--- src/rtl/pong_input_conditioner_if.sv ---
// Player-input bundle between the raw button/ball-position sources and the input conditioner.
// The master side drives the raw buttons and AI inputs; the slave side returns conditioned controls.
interface pong_input_conditioner_if;
  logic       btn_up_p1_n;
  logic       btn_down_p1_n;
  logic       btn_up_p2_n;
  logic       btn_down_p2_n;
  logic [9:0] sq_ypos;
  logic [9:0] pdl2_ypos;
  logic       sq_shown;
  logic       ai_enable;
  logic       up_p1;
  logic       down_p1;
  logic       up_p2;
  logic       down_p2;
  logic       any_press;

  modport master (
    output btn_up_p1_n, btn_down_p1_n, btn_up_p2_n, btn_down_p2_n,
    output sq_ypos, pdl2_ypos, sq_shown, ai_enable,
    input  up_p1, down_p1, up_p2, down_p2, any_press
  );

  modport slave (
    input  btn_up_p1_n, btn_down_p1_n, btn_up_p2_n, btn_down_p2_n,
    input  sq_ypos, pdl2_ypos, sq_shown, ai_enable,
    output up_p1, down_p1, up_p2, down_p2, any_press
  );
endinterface

--- src/rtl/pong_input_conditioner.sv ---
// Synchronises and debounces four raw player buttons, cancels opposing presses, pulses any_press.
// Define AI_P2_EN to build the ball-tracking driver that can replace player 2's buttons.
module pong_input_conditioner #(
  parameter int unsigned CLK_HZ          = 25_175_000,
  parameter int unsigned DEBOUNCE_MS     = 10,
  parameter int unsigned PDL_HEIGHT      = 96,
  parameter int unsigned SQ_WIDTH        = 16,
  parameter int unsigned AI_DEADBAND     = 8,
  parameter int unsigned AI_REACT_CYCLES = 1_000_000
) (
  input  logic                     clk_0,
  input  logic                     rst,
  pong_input_conditioner_if.slave  bus
);

  localparam int unsigned N    = CLK_HZ / 1000 * DEBOUNCE_MS;
  localparam int unsigned CntW = $clog2(N + 1);

  // Channel order: 0 up_p1, 1 down_p1, 2 up_p2, 3 down_p2.
  logic [3:0]      raw;
  logic [3:0]      s1_q, s2_q;
  logic [3:0]      db_q, db_d;
  logic [3:0]      db_dly_q;
  logic [CntW-1:0] cnt_q [4];
  logic [CntW-1:0] cnt_d [4];
  logic            any_press_q, any_press_d;
  logic            p1_up, p1_dn, p2_up, p2_dn;

  assign raw = ~{bus.btn_down_p2_n, bus.btn_up_p2_n, bus.btn_down_p1_n, bus.btn_up_p1_n};

  always_ff @(posedge clk_0 or negedge rst) begin
    if (!rst) begin
      s1_q        <= '0;
      s2_q        <= '0;
      db_q        <= '0;
      db_dly_q    <= '0;
      any_press_q <= 1'b0;
      for (int i = 0; i < 4; i++) cnt_q[i] <= '0;
    end else begin
      s1_q        <= raw;
      s2_q        <= s1_q;
      db_q        <= db_d;
      db_dly_q    <= db_q;
      any_press_q <= any_press_d;
      for (int i = 0; i < 4; i++) cnt_q[i] <= cnt_d[i];
    end
  end

  // A channel flips only after N consecutive samples disagreeing with its debounced level.
  always_comb begin
    db_d = db_q;
    for (int i = 0; i < 4; i++) begin
      cnt_d[i] = '0;
      if (s2_q[i] != db_q[i]) begin
        if (cnt_q[i] == CntW'(N - 1)) begin
          db_d[i] = s2_q[i];
        end else begin
          cnt_d[i] = cnt_q[i] + CntW'(1);
        end
      end
    end
  end

  // Pre-cancel rise detect: one pulse even when several channels rise together.
  assign any_press_d = |(db_q & ~db_dly_q);

  assign p1_up = db_q[0] & ~db_q[1];
  assign p1_dn = db_q[1] & ~db_q[0];
  assign p2_up = db_q[2] & ~db_q[3];
  assign p2_dn = db_q[3] & ~db_q[2];

  assign bus.up_p1     = p1_up;
  assign bus.down_p1   = p1_dn;
  assign bus.any_press = any_press_q;

`ifdef AI_P2_EN
  localparam int unsigned AiW = (AI_REACT_CYCLES > 1) ? $clog2(AI_REACT_CYCLES) : 1;

  logic [AiW-1:0] ai_cnt_q, ai_cnt_d;
  logic           ai_en_q;
  logic           ai_up_q, ai_up_d;
  logic           ai_dn_q, ai_dn_d;
  logic [10:0]    bc, pc;
  logic           want_up, want_dn;

  assign bc      = 11'(bus.sq_ypos) + 11'(SQ_WIDTH / 2);
  assign pc      = 11'(bus.pdl2_ypos) + 11'(PDL_HEIGHT / 2);
  assign want_up = bus.sq_shown && ((bc + 11'(AI_DEADBAND)) < pc);
  assign want_dn = bus.sq_shown && (bc > (pc + 11'(AI_DEADBAND)));

  always_ff @(posedge clk_0 or negedge rst) begin
    if (!rst) begin
      ai_cnt_q <= '0;
      ai_en_q  <= 1'b0;
      ai_up_q  <= 1'b0;
      ai_dn_q  <= 1'b0;
    end else begin
      ai_cnt_q <= ai_cnt_d;
      ai_en_q  <= bus.ai_enable;
      ai_up_q  <= ai_up_d;
      ai_dn_q  <= ai_dn_d;
    end
  end

  // While disabled the tracker is held cleared, so enabling starts a fresh period with no command.
  always_comb begin
    ai_cnt_d = ai_cnt_q;
    ai_up_d  = ai_up_q;
    ai_dn_d  = ai_dn_q;
    if (!bus.ai_enable) begin
      ai_cnt_d = '0;
      ai_up_d  = 1'b0;
      ai_dn_d  = 1'b0;
    end else if (ai_cnt_q == AiW'(AI_REACT_CYCLES - 1)) begin
      ai_cnt_d = '0;
      ai_up_d  = want_up;
      ai_dn_d  = want_dn;
    end else begin
      ai_cnt_d = ai_cnt_q + AiW'(1);
    end
  end

  assign bus.up_p2   = ai_en_q ? ai_up_q : p2_up;
  assign bus.down_p2 = ai_en_q ? ai_dn_q : p2_dn;
`else
  logic unused_ai;
  assign unused_ai   = ^{bus.sq_ypos, bus.pdl2_ypos, bus.sq_shown, bus.ai_enable};
  assign bus.up_p2   = p2_up;
  assign bus.down_p2 = p2_dn;
`endif

endmodule
--- src/flat_wrapper.sv ---
// flat-port wrapper written by rule: the top's interface ports become plain ports
module pong_input_conditioner_flat 
#(
  parameter int unsigned CLK_HZ          = 25_175_000,
  parameter int unsigned DEBOUNCE_MS     = 10,
  parameter int unsigned PDL_HEIGHT      = 96,
  parameter int unsigned SQ_WIDTH        = 16,
  parameter int unsigned AI_DEADBAND     = 8,
  parameter int unsigned AI_REACT_CYCLES = 1_000_000
)
  (clk_0, rst, bus_btn_up_p1_n, bus_btn_down_p1_n, bus_btn_up_p2_n, bus_btn_down_p2_n, bus_sq_ypos, bus_pdl2_ypos, bus_sq_shown, bus_ai_enable, bus_up_p1, bus_down_p1, bus_up_p2, bus_down_p2, bus_any_press);
  pong_input_conditioner_if bus_i ();
  input  logic clk_0;
  input  logic rst;
  input wire logic [$bits(bus_i.btn_up_p1_n)-1:0] bus_btn_up_p1_n;
  input wire logic [$bits(bus_i.btn_down_p1_n)-1:0] bus_btn_down_p1_n;
  input wire logic [$bits(bus_i.btn_up_p2_n)-1:0] bus_btn_up_p2_n;
  input wire logic [$bits(bus_i.btn_down_p2_n)-1:0] bus_btn_down_p2_n;
  input wire logic [$bits(bus_i.sq_ypos)-1:0] bus_sq_ypos;
  input wire logic [$bits(bus_i.pdl2_ypos)-1:0] bus_pdl2_ypos;
  input wire logic [$bits(bus_i.sq_shown)-1:0] bus_sq_shown;
  input wire logic [$bits(bus_i.ai_enable)-1:0] bus_ai_enable;
  output wire logic [$bits(bus_i.up_p1)-1:0] bus_up_p1;
  output wire logic [$bits(bus_i.down_p1)-1:0] bus_down_p1;
  output wire logic [$bits(bus_i.up_p2)-1:0] bus_up_p2;
  output wire logic [$bits(bus_i.down_p2)-1:0] bus_down_p2;
  output wire logic [$bits(bus_i.any_press)-1:0] bus_any_press;
  assign bus_i.btn_up_p1_n = bus_btn_up_p1_n;
  assign bus_i.btn_down_p1_n = bus_btn_down_p1_n;
  assign bus_i.btn_up_p2_n = bus_btn_up_p2_n;
  assign bus_i.btn_down_p2_n = bus_btn_down_p2_n;
  assign bus_i.sq_ypos = bus_sq_ypos;
  assign bus_i.pdl2_ypos = bus_pdl2_ypos;
  assign bus_i.sq_shown = bus_sq_shown;
  assign bus_i.ai_enable = bus_ai_enable;
  assign bus_up_p1 = bus_i.up_p1;
  assign bus_down_p1 = bus_i.down_p1;
  assign bus_up_p2 = bus_i.up_p2;
  assign bus_down_p2 = bus_i.down_p2;
  assign bus_any_press = bus_i.any_press;
  pong_input_conditioner #(.CLK_HZ(CLK_HZ), .DEBOUNCE_MS(DEBOUNCE_MS), .PDL_HEIGHT(PDL_HEIGHT), .SQ_WIDTH(SQ_WIDTH), .AI_DEADBAND(AI_DEADBAND), .AI_REACT_CYCLES(AI_REACT_CYCLES)) u_core (.clk_0(clk_0), .rst(rst), .bus(bus_i));
endmodule
--- config.mk ---
export PLATFORM = sky130hd
export DESIGN_NAME = pong_input_conditioner_flat
export DESIGN_NICKNAME = d
export VERILOG_FILES = /design/src/rtl/pong_input_conditioner_if.sv /design/src/rtl/pong_input_conditioner.sv /design/src/flat_wrapper.sv
export SDC_FILE = /design/constraint.sdc
export NUM_CORES = 1
export LEC_CHECK = 0
export ABC_AREA = 1
export CAP_MARGIN = 20
export CORE_MARGIN = 2
export CORE_UTILIZATION = 45
export DETAILED_ROUTE_END_ITERATION = 10
export DONT_BUFFER_PORTS = 1
export PLACE_DENSITY = 0.72
export SYNTH_ARGS = -nofsm -noshare
export SYNTH_HDL_FRONTEND = slang
export SYNTH_SLANG_ARGS = --single-unit
--- constraint.sdc ---
create_clock -name clk_0 -period 3.4 [get_ports clk_0]
set_clock_uncertainty 0.1 [all_clocks]
set_input_delay 0.34 -clock clk_0 [delete_from_list [all_inputs] [get_ports clk_0]]
set_output_delay 0.34 -clock clk_0 [all_outputs]
set_load 0.05 [all_outputs]
==> metrics.txt <==
IO Port Bufs 0; post-synthesis register bit count 89; HPWL after DPL 6.13 mm; CP endpoint kind primary output; routed vias 3519; GRT Total Usage 0.172; max-cap viol count 0; Seq/Total Area, Yosys 0.478; setup tns final 0 ns; Yosys cell types 30; status completed; Design Power 1.92 mW; # diodes 0; share of cells above drive strength 1 0.136; initial core utilization 0.458; Worst Max-Slew Pin Slew around 0.91 ns; CTS tree built; clock sink count 89; slew margin rel. 0.390; vias in the first global route 3603; # nets final 619; Die Span X 106 µm; htree depth 3; largest net degree at the start of global routing 90; first-pass GRT wire length approximately 16 mm; Final Cycle Share 0.593; Post-DRT Antenna Nets 0; top post-synthesis cells by count nor2_1, nand2_1, dfrtp_1, inv_1, nand3_1; asr flop ratio synth 1.00; CP Max Fanout 5; warning count from the yosys run 0; initial antenna violation count 0; cell with the most instances after synthesis nor2_1; area of the core between 10000 and 15000 µm²; Avg WL per Cell 11.9 µm; Final Setup Violations 0; top post-synthesis cells by area dfrtp_1, nor2_1, nand2_1; type of origin of the critical path flop; Final min period 2.02 ns; synthesized area per cell around 8 µm²; Synth Cell Area 4660 µm²; num rows 37; Worst Hold Class reg2reg; Clock Pin Slew Worst Setup and Hold Paths 0.09 ns; final wirelength 8.61 mm; Post-Syn Instances 568; Iter 0 DRT Violations around 140; Ports 33; DIE AREA 11200 µm²; Max Fclk 496 MHz; final hold violation count 0; total gr overflow 0; unrepaired setup endpoints after global routing false; Slew Limit Fails 0; Power Density about 380 nW/µm²; Critical Setup Path Class reg2out; synthesis-to-finish area growth 9.10%; Skew-Pair Late Insertion Delay 0.36 ns; area leader, netlist dfrtp_1; CTS Root Cell clkbuf_8; Worst Path Arrival 1.58 ns; total CTS buffers 9; CTS Buffer Depth 2; Post-synth EDFFs 0; top-area cell type share of the netlist area 0.478; CP Data Required Time 2.96 ns; drt pass-1 iters 5; drt drc 0; VDD IR max about 0.00022 V; Lkg Pwr around 2.1 nW; global placement routability congestion slightly below 0.9; Post-Syn Nets 604; Die H between 100 and 150 µm; Synth Flop Type dfrtp_1; via/cell ratio between 4 and 5
-- timing repair --
action | CTS | global route
buffers inserted | 0 | 0
hold buffers | 6 | 0
endpoints found under the hold margin | 93 | 0
gates resized for setup | 0 | 0
-- report_power, final --
group | switching [mW] | leakage, nW | internal [mW]
Clock | 0.386 | 0.0962 | 0.364
Sequential | 0.0153 | 1.22 | 1.07
Combinational | 0.0569 | 0.778 | 0.0280
-- routing by layer --
metal / vias up / wire [µm] / global-route usage
li1: 1787 / - / -
met1: 1674 / 4180 / 0.218
met2: 47 / 4050 / 0.297
met3: 11 / 299 / 0.0390
met4: 0 / 87 / 0.0489
met5: - / 0 / 0
-- path summary, 6_finish.rpt --
kind                                       from          endpoint  cells past startpoint  slack (ns)
worst min-delay path             u_core.s1_q[0]    u_core.s2_q[0]                      0        0.26
worst min register to register   u_core.s1_q[0]    u_core.s2_q[0]                      0        0.26
max in group asynchronous                   rst  u_core.cnt_q[33]                      2        2.39
worst max-delay path             u_core.db_q[3]       bus_down_p2                      2        1.38
min in group asynchronous                   rst  u_core.cnt_q[43]                      2        0.48
worst max register to register  u_core.cnt_q[1]  u_core.cnt_q[12]                      6        1.79
-- critical path, cell delays in order, from the launching register on --
cell and delay, ns:
dfrtp_1 0.46, inv_1 0.08, nor2_1 0.68
-- kinds of logic (layout without fill, tap and decap cells) --
| logic type | after synthesis | count (layout) | share of synthesized area |
|---|---|---|---|
| AOI/OAI and AO/OA | 30 | 30 | 0.0354 |
| xor gates and xnor gates | 37 | 37 | 0.0744 |
| adders and majority gates | 8 | 8 | 0.0215 |
| buffers and inverters | 64 | 84 | 0.0558 |
| DFF | 89 | 89 | 0.478 |
| and+or+nand+nor | 340 | 340 | 0.335 |
-- state kept, by name (all words and copies together) (netlist names) --
register              flops
u_core.cnt_q             72
u_core.db_q               4
u_core.bus.any_press      1
u_core.s1_q               4
u_core.db_dly_q           4
u_core.s2_q               4
-- stage by stage --
step / area, µm² / hold WS [ns] / setup slack [ns] / instances / utilization
floorplan: 4660 / -0.0556 / 1.83 / 568 / -
global placement: 4800 / -0.0524 / 1.76 / 702 / 0.472
detailed placement: 4800 / -0.0535 / 1.74 / 702 / 0.472
CTS: 5080 / 0.259 / 1.35 / 724 / 0.499
global route: 5080 / 0.265 / 1.26 / 724 / 0.499
finish: 5080 / 0.259 / 1.38 / 724 / 0.499
-- cell usage in the layout, fill, tap and decap left out, drive strengths merged, types with 2 or more instances in the layout --
| cell | Yosys | final |
|---|---|---|
| nand4 | 8 | 8 |
| dlygate4sd3 | 0 | 5 |
| nor3 | 4 | 4 |
| xnor2 | 13 | 13 |
| inv | 62 | 63 |
| a21oi | 10 | 10 |
| dfrtp | 89 | 89 |
| nor2 | 164 | 164 |
| ha | 8 | 8 |
| clkbuf | 0 | 11 |
| nand2 | 119 | 119 |
| clkinvlp | 0 | 2 |
| xor2 | 24 | 24 |
| and3 | 3 | 3 |
| nand3 | 41 | 41 |
| o21ai | 15 | 15 |
| o21bai | 3 | 3 |
-- area by class of cell --
| class | instances | area (µm²) |
|---|---|---|
| flip-flops and latches | 89 | 2230 |
| inverters | 62 | 233 |
| clock inverters | 5 | 62.6 |
| multi-input cells | 415 | 2170 |
| clock buffers | 11 | 141 |
| fillers | 980 | 5100 |
| well taps | 136 | 170 |
| repair buffers | 6 | 77.6 |
Power figures use the tool's default switching activity.
